===== src/rtl/apb_initiator.sv =====
// rtl/apb_initiator.sv - APB3 requester driven by a valid/ready command channel, with a valid/ready response channel; APB_TIMEOUT_EN adds an ACCESS-phase timeout
module apb_initiator #(
    parameter int ADDR_W         = 32,
    parameter int DATA_W         = 32,
    parameter int TIMEOUT_CYCLES = 256
) (
    input  logic              clk,
    input  logic              rst_n,
    // command channel
    input  logic              cmd_valid,
    output logic              cmd_ready,
    input  logic              cmd_write,
    input  logic [ADDR_W-1:0] cmd_addr,
    input  logic [DATA_W-1:0] cmd_wdata,
    // response channel
    output logic              rsp_valid,
    input  logic              rsp_ready,
    output logic [DATA_W-1:0] rsp_rdata,
    output logic              rsp_err,
    // APB3 requester side
    output logic              psel,
    output logic              penable,
    output logic              pwrite,
    output logic [ADDR_W-1:0] paddr,
    output logic [DATA_W-1:0] pwdata,
    input  logic [DATA_W-1:0] prdata,
    input  logic              pready,
    input  logic              pslverr
);

    typedef enum logic [1:0] {
        S_IDLE   = 2'd0,
        S_SETUP  = 2'd1,
        S_ACCESS = 2'd2,
        S_RESP   = 2'd3
    } state_e;

    state_e              state_q;
    logic                psel_q;
    logic                penable_q;
    logic                pwrite_q;
    logic [ADDR_W-1:0]   paddr_q;
    logic [DATA_W-1:0]   pwdata_q;
    logic                rsp_valid_q;
    logic                rsp_err_q;
    logic [DATA_W-1:0]   rsp_rdata_q;
    logic                timeout;

    // A zero timeout would abort before the subordinate could ever answer.
    if (TIMEOUT_CYCLES < 1) begin : g_bad_timeout
        $error("apb_initiator: TIMEOUT_CYCLES must be at least 1");
    end

`ifdef APB_TIMEOUT_EN
    localparam int               CNT_W    = $clog2(TIMEOUT_CYCLES + 1);
    localparam logic [CNT_W-1:0] CNT_LAST = CNT_W'(TIMEOUT_CYCLES - 1);

    logic [CNT_W-1:0] cnt_q;

    assign timeout = (cnt_q == CNT_LAST);

    // Count wait-state cycles of the current ACCESS phase; restarts for every new transfer.
    always_ff @(posedge clk or negedge rst_n) begin
        if (!rst_n) begin
            cnt_q <= '0;
        end else if (state_q != S_ACCESS) begin
            cnt_q <= '0;
        end else if (!pready && !timeout) begin
            cnt_q <= cnt_q + 1'b1;
        end
    end
`else
    assign timeout = 1'b0;
`endif

    // Transfer sequencer: IDLE -> SETUP -> ACCESS -> RESP, all APB and response outputs registered.
    always_ff @(posedge clk or negedge rst_n) begin
        if (!rst_n) begin
            state_q     <= S_IDLE;
            psel_q      <= 1'b0;
            penable_q   <= 1'b0;
            pwrite_q    <= 1'b0;
            paddr_q     <= '0;
            pwdata_q    <= '0;
            rsp_valid_q <= 1'b0;
            rsp_err_q   <= 1'b0;
            rsp_rdata_q <= '0;
        end else begin
            case (state_q)
                S_IDLE: begin
                    // Address/data only load on acceptance so the bus stays quiet between transfers.
                    if (cmd_valid) begin
                        pwrite_q <= cmd_write;
                        paddr_q  <= cmd_addr;
                        pwdata_q <= cmd_wdata;
                        psel_q   <= 1'b1;
                        state_q  <= S_SETUP;
                    end
                end
                S_SETUP: begin
                    penable_q <= 1'b1;
                    state_q   <= S_ACCESS;
                end
                S_ACCESS: begin
                    if (pready) begin
                        // Read data is only meaningful for successful reads.
                        rsp_rdata_q <= (pwrite_q || pslverr) ? '0 : prdata;
                        rsp_err_q   <= pslverr;
                        rsp_valid_q <= 1'b1;
                        psel_q      <= 1'b0;
                        penable_q   <= 1'b0;
                        state_q     <= S_RESP;
                    end else if (timeout) begin
                        rsp_rdata_q <= '0;
                        rsp_err_q   <= 1'b1;
                        rsp_valid_q <= 1'b1;
                        psel_q      <= 1'b0;
                        penable_q   <= 1'b0;
                        state_q     <= S_RESP;
                    end
                end
                S_RESP: begin
                    if (rsp_ready) begin
                        rsp_valid_q <= 1'b0;
                        state_q     <= S_IDLE;
                    end
                end
                default: begin
                    state_q <= S_IDLE;
                end
            endcase
        end
    end

    // Ready only in IDLE, and never while reset is held.
    assign cmd_ready = rst_n && (state_q == S_IDLE);

    assign psel      = psel_q;
    assign penable   = penable_q;
    assign pwrite    = pwrite_q;
    assign paddr     = paddr_q;
    assign pwdata    = pwdata_q;
    assign rsp_valid = rsp_valid_q;
    assign rsp_err   = rsp_err_q;
    assign rsp_rdata = rsp_rdata_q;

endmodule


===== config.mk =====
export PLATFORM = sky130hd
export DESIGN_NAME = apb_initiator
export DESIGN_NICKNAME = d
export VERILOG_FILES = /design/src/rtl/apb_initiator.sv
export SDC_FILE = /design/constraint.sdc
export NUM_CORES = 1
export LEC_CHECK = 0
export ABC_AREA = 1
export CAP_MARGIN = 25
export CORE_MARGIN = 3
export CORE_UTILIZATION = 37
export CTS_CLUSTER_DIAMETER = 100
export DETAILED_ROUTE_END_ITERATION = 16
export PLACE_DENSITY = 0.86
export SLEW_MARGIN = 25
export SYNTH_ARGS = -nofsm -noshare
export SYNTH_HDL_FRONTEND = slang
export SYNTH_SLANG_ARGS = --single-unit

===== constraint.sdc =====
create_clock -name clk -period 1.2 [get_ports clk]
set_input_delay 0.3 -clock clk [delete_from_list [all_inputs] [get_ports clk]]
set_output_delay 0.3 -clock clk [all_outputs]
set_load 0.02 [all_outputs]

==> reports/summary.txt <==
status = finished, violations left
failing checks = negative setup slack
Area contributors post-synth = dfrtp_1 61%, nand2_1 19%, nand3_1 12%
setup violators final = 102
Synth top area share = 60.9%
register area share after synthesis = 60.9%
via count = 4396
class of the worst hold path = in2async
# diodes = 0
core box area = 11000 µm²
worst path arrival time = 1690 ps
CP required = 1420 ps
Slew Viols, Final = 0
RD Place Congestion = 0.868
first-pass GRT wire length = 22500 µm
Post-synth ARST share = 100%
clock skew = 5.79 ps
CTS tree = built
Area growth syn-to-layout = 83.4%
setup TNS = -16510 ps
Post-synth EDFFs = 0
Routed WL per cell = 16.9 µm
Final Cycle Share = 122%
minimum clock period after layout = 1470 ps
share of layout cells above drive strength 1 = 32.4%
crit start category = flop
Seq cells post-synth = 103
IO Count = 205
synth cell count leaders = 216 x nand2_1, 103 x dfrtp_1, 99 x nand3_1
critical path capture point type = flop
synthesized area = 4230 µm²
library cells used by synthesis = 15
WL final = 15100 µm
Vias per Instance = 4.91
most common cell in the netlist = nand2_1
Final ANT Viol Nets = 0
CTS Buffer Depth = 2
number of clock buffers inserted by TritonCTS = 9
Die W = 113 µm
Slew @ Worst Pin = 575 ps
Post-DP HPWL = 9440 µm
initial antenna violation count = 0
post-synthesis cell count = 475
Clock Latency Late Sink = 330 ps
# nets final = 860
Die H = 113 µm
vias in the first global route = 4353
grt ovf = 0
slew margin rel. = 61.6%
Final Hold Fails = 0
DRC = 0
Max Clk Rate = 681 MHz
Ys Warns = 0
root buf cell = clkbuf_16
maximum fanout along the worst path = 33
row count = 38
CTS Hold Bufs = 0
Synth Flop Type = dfrtp_1
net count after synthesis = 584
CTS H-tree lvls = 3
Port-buffer cells = 204
Iter 0 DRT Violations = 289
Initial Util = 38.5%
die area = 12800 µm²
Max Cap Violations = 0
pwr dens = 2610 nW/µm²
clock slew at reported path FFs = 70 ps
maximum resistive drop on vdd = 1.44 mV
Setup WS pre-CTS = -416 ps
overall routing resource usage = 22.2%
Pleak = 0.00405 µW
largest area contributor in the netlist = dfrtp_1
Sink Count = 103
Crit Path Class = reg2reg
total power = 20300 µW
setup ws final = -269 ps
RSZ-0062 raised after global routing = yes
largest net degree at the start of global routing = 43
Detailed Routing Iterations Pass 1 = 6
post-synthesis average cell area = 8.91 µm²
[power by group]
part	internal, µW	total (µW)	switching [µW]
Combinational	5900	11500	5620
Clock	1580	2820	1250
Sequential	4900	5930	1040
Total	12400	20300	7910
[cells in the final DEF (no fill, tap or decap)]
cell type	count
inv_2	3
clkbuf_16	9
nand3_1	86
nand2_4	3
clkinv_4	1
nand3_2	13
buf_6	84
dfrtp_1	103
nand4_1	2
a21oi_1	1
buf_12	7
nand2_2	7
nand2_1	207
ha_4	3
inv_6	1
bufbuf_16	1
ha_2	1
o21ai_0	2
inv_1	6
nand2_8	2
o21ai_1	1
buf_2	16
nor2_2	1
clkinv_2	1
nand3b_1	1
buf_4	77
buf_16	10
ha_1	2
clkbuf_8	3
clkdlybuf4s50_1	100
clkinvlp_4	2
[worst max-delay path, cell delays in order (launching register included)]
cell and delay [ps]:
dfrtp_1 410, inv_2 90, buf_4 150, ha_4 150
nand2_4 70, buf_4 150, buf_12 150, nand2_1 100
nand2_1 70
[final timing paths]
kind                       slack [ps]       endpoint  depth (start not counted)  startpoint
setup reg to reg                 -270  rsp_rdata[28]                          8  state_q[0]
max in group asynchronous         290       paddr[2]                          3       rst_n
hold reg to reg                   480     pwdata[23]                          2  pwdata[23]
setup / recovery                 -270  rsp_rdata[28]                          8  state_q[0]
hold / removal                      3     pwdata[10]                          2       rst_n
min in group clk                  480     pwdata[23]                          2  pwdata[23]
[layer usage]
metal	track usage, %	vias up	wire (µm)
li1	-	2071	-
met1	27.3	2058	5870
met2	38.0	240	7730
met3	6.42	27	1200
met4	6.41	0	297
met5	0	-	0
[registers in the layout, summed over array words and instances, names as in the netlist]
name,cells
pwrite,1
pwdata,32
state_q,2
psel,1
paddr,32
penable,1
rsp_rdata,32
rsp_err,1
rsp_valid,1
[logic make-up after synthesis]
logic type / after synthesis / synth area share (%)
AO/OA/AOI/OAI: 4 / 0.473
adder cells (fa/ha/maj): 6 / 1.77
buffers and inverters: 41 / 5.09
flip-flops: 103 / 60.9
AND/OR/NAND/NOR: 321 / 31.7
[final cells by class]
type                       count  area (µm²)
sequential                   103        2580
inverter                      10        42.5
tap                          140         175
multi-input combinational    332        1620
clock inverter                 4        28.8
timing repair buffer         295        3050
clock buffer                  12         267
fill                         768        3220
[repair_timing]
action                                  in CTS  in global routing
buffers inserted                            17                 35
endpoints found under the setup margin     204                190
cloned                                      12                  0
pin swaps                                    4                  1
gates resized for setup                    491                144
[through the flow]
stage	utilization, %	cell area [µm²]	hold WS [ps]	cells
final	70.7	7760	2.69	896
after detailed placement	59.8	6570	373	818
after CTS	64.5	7090	13.3	862
after global placement	59.8	6570	364	818
after floorplan	-	4300	4.41	475
after global routing	70.7	7760	13.8	896
Power figures use the tool's default switching activity.
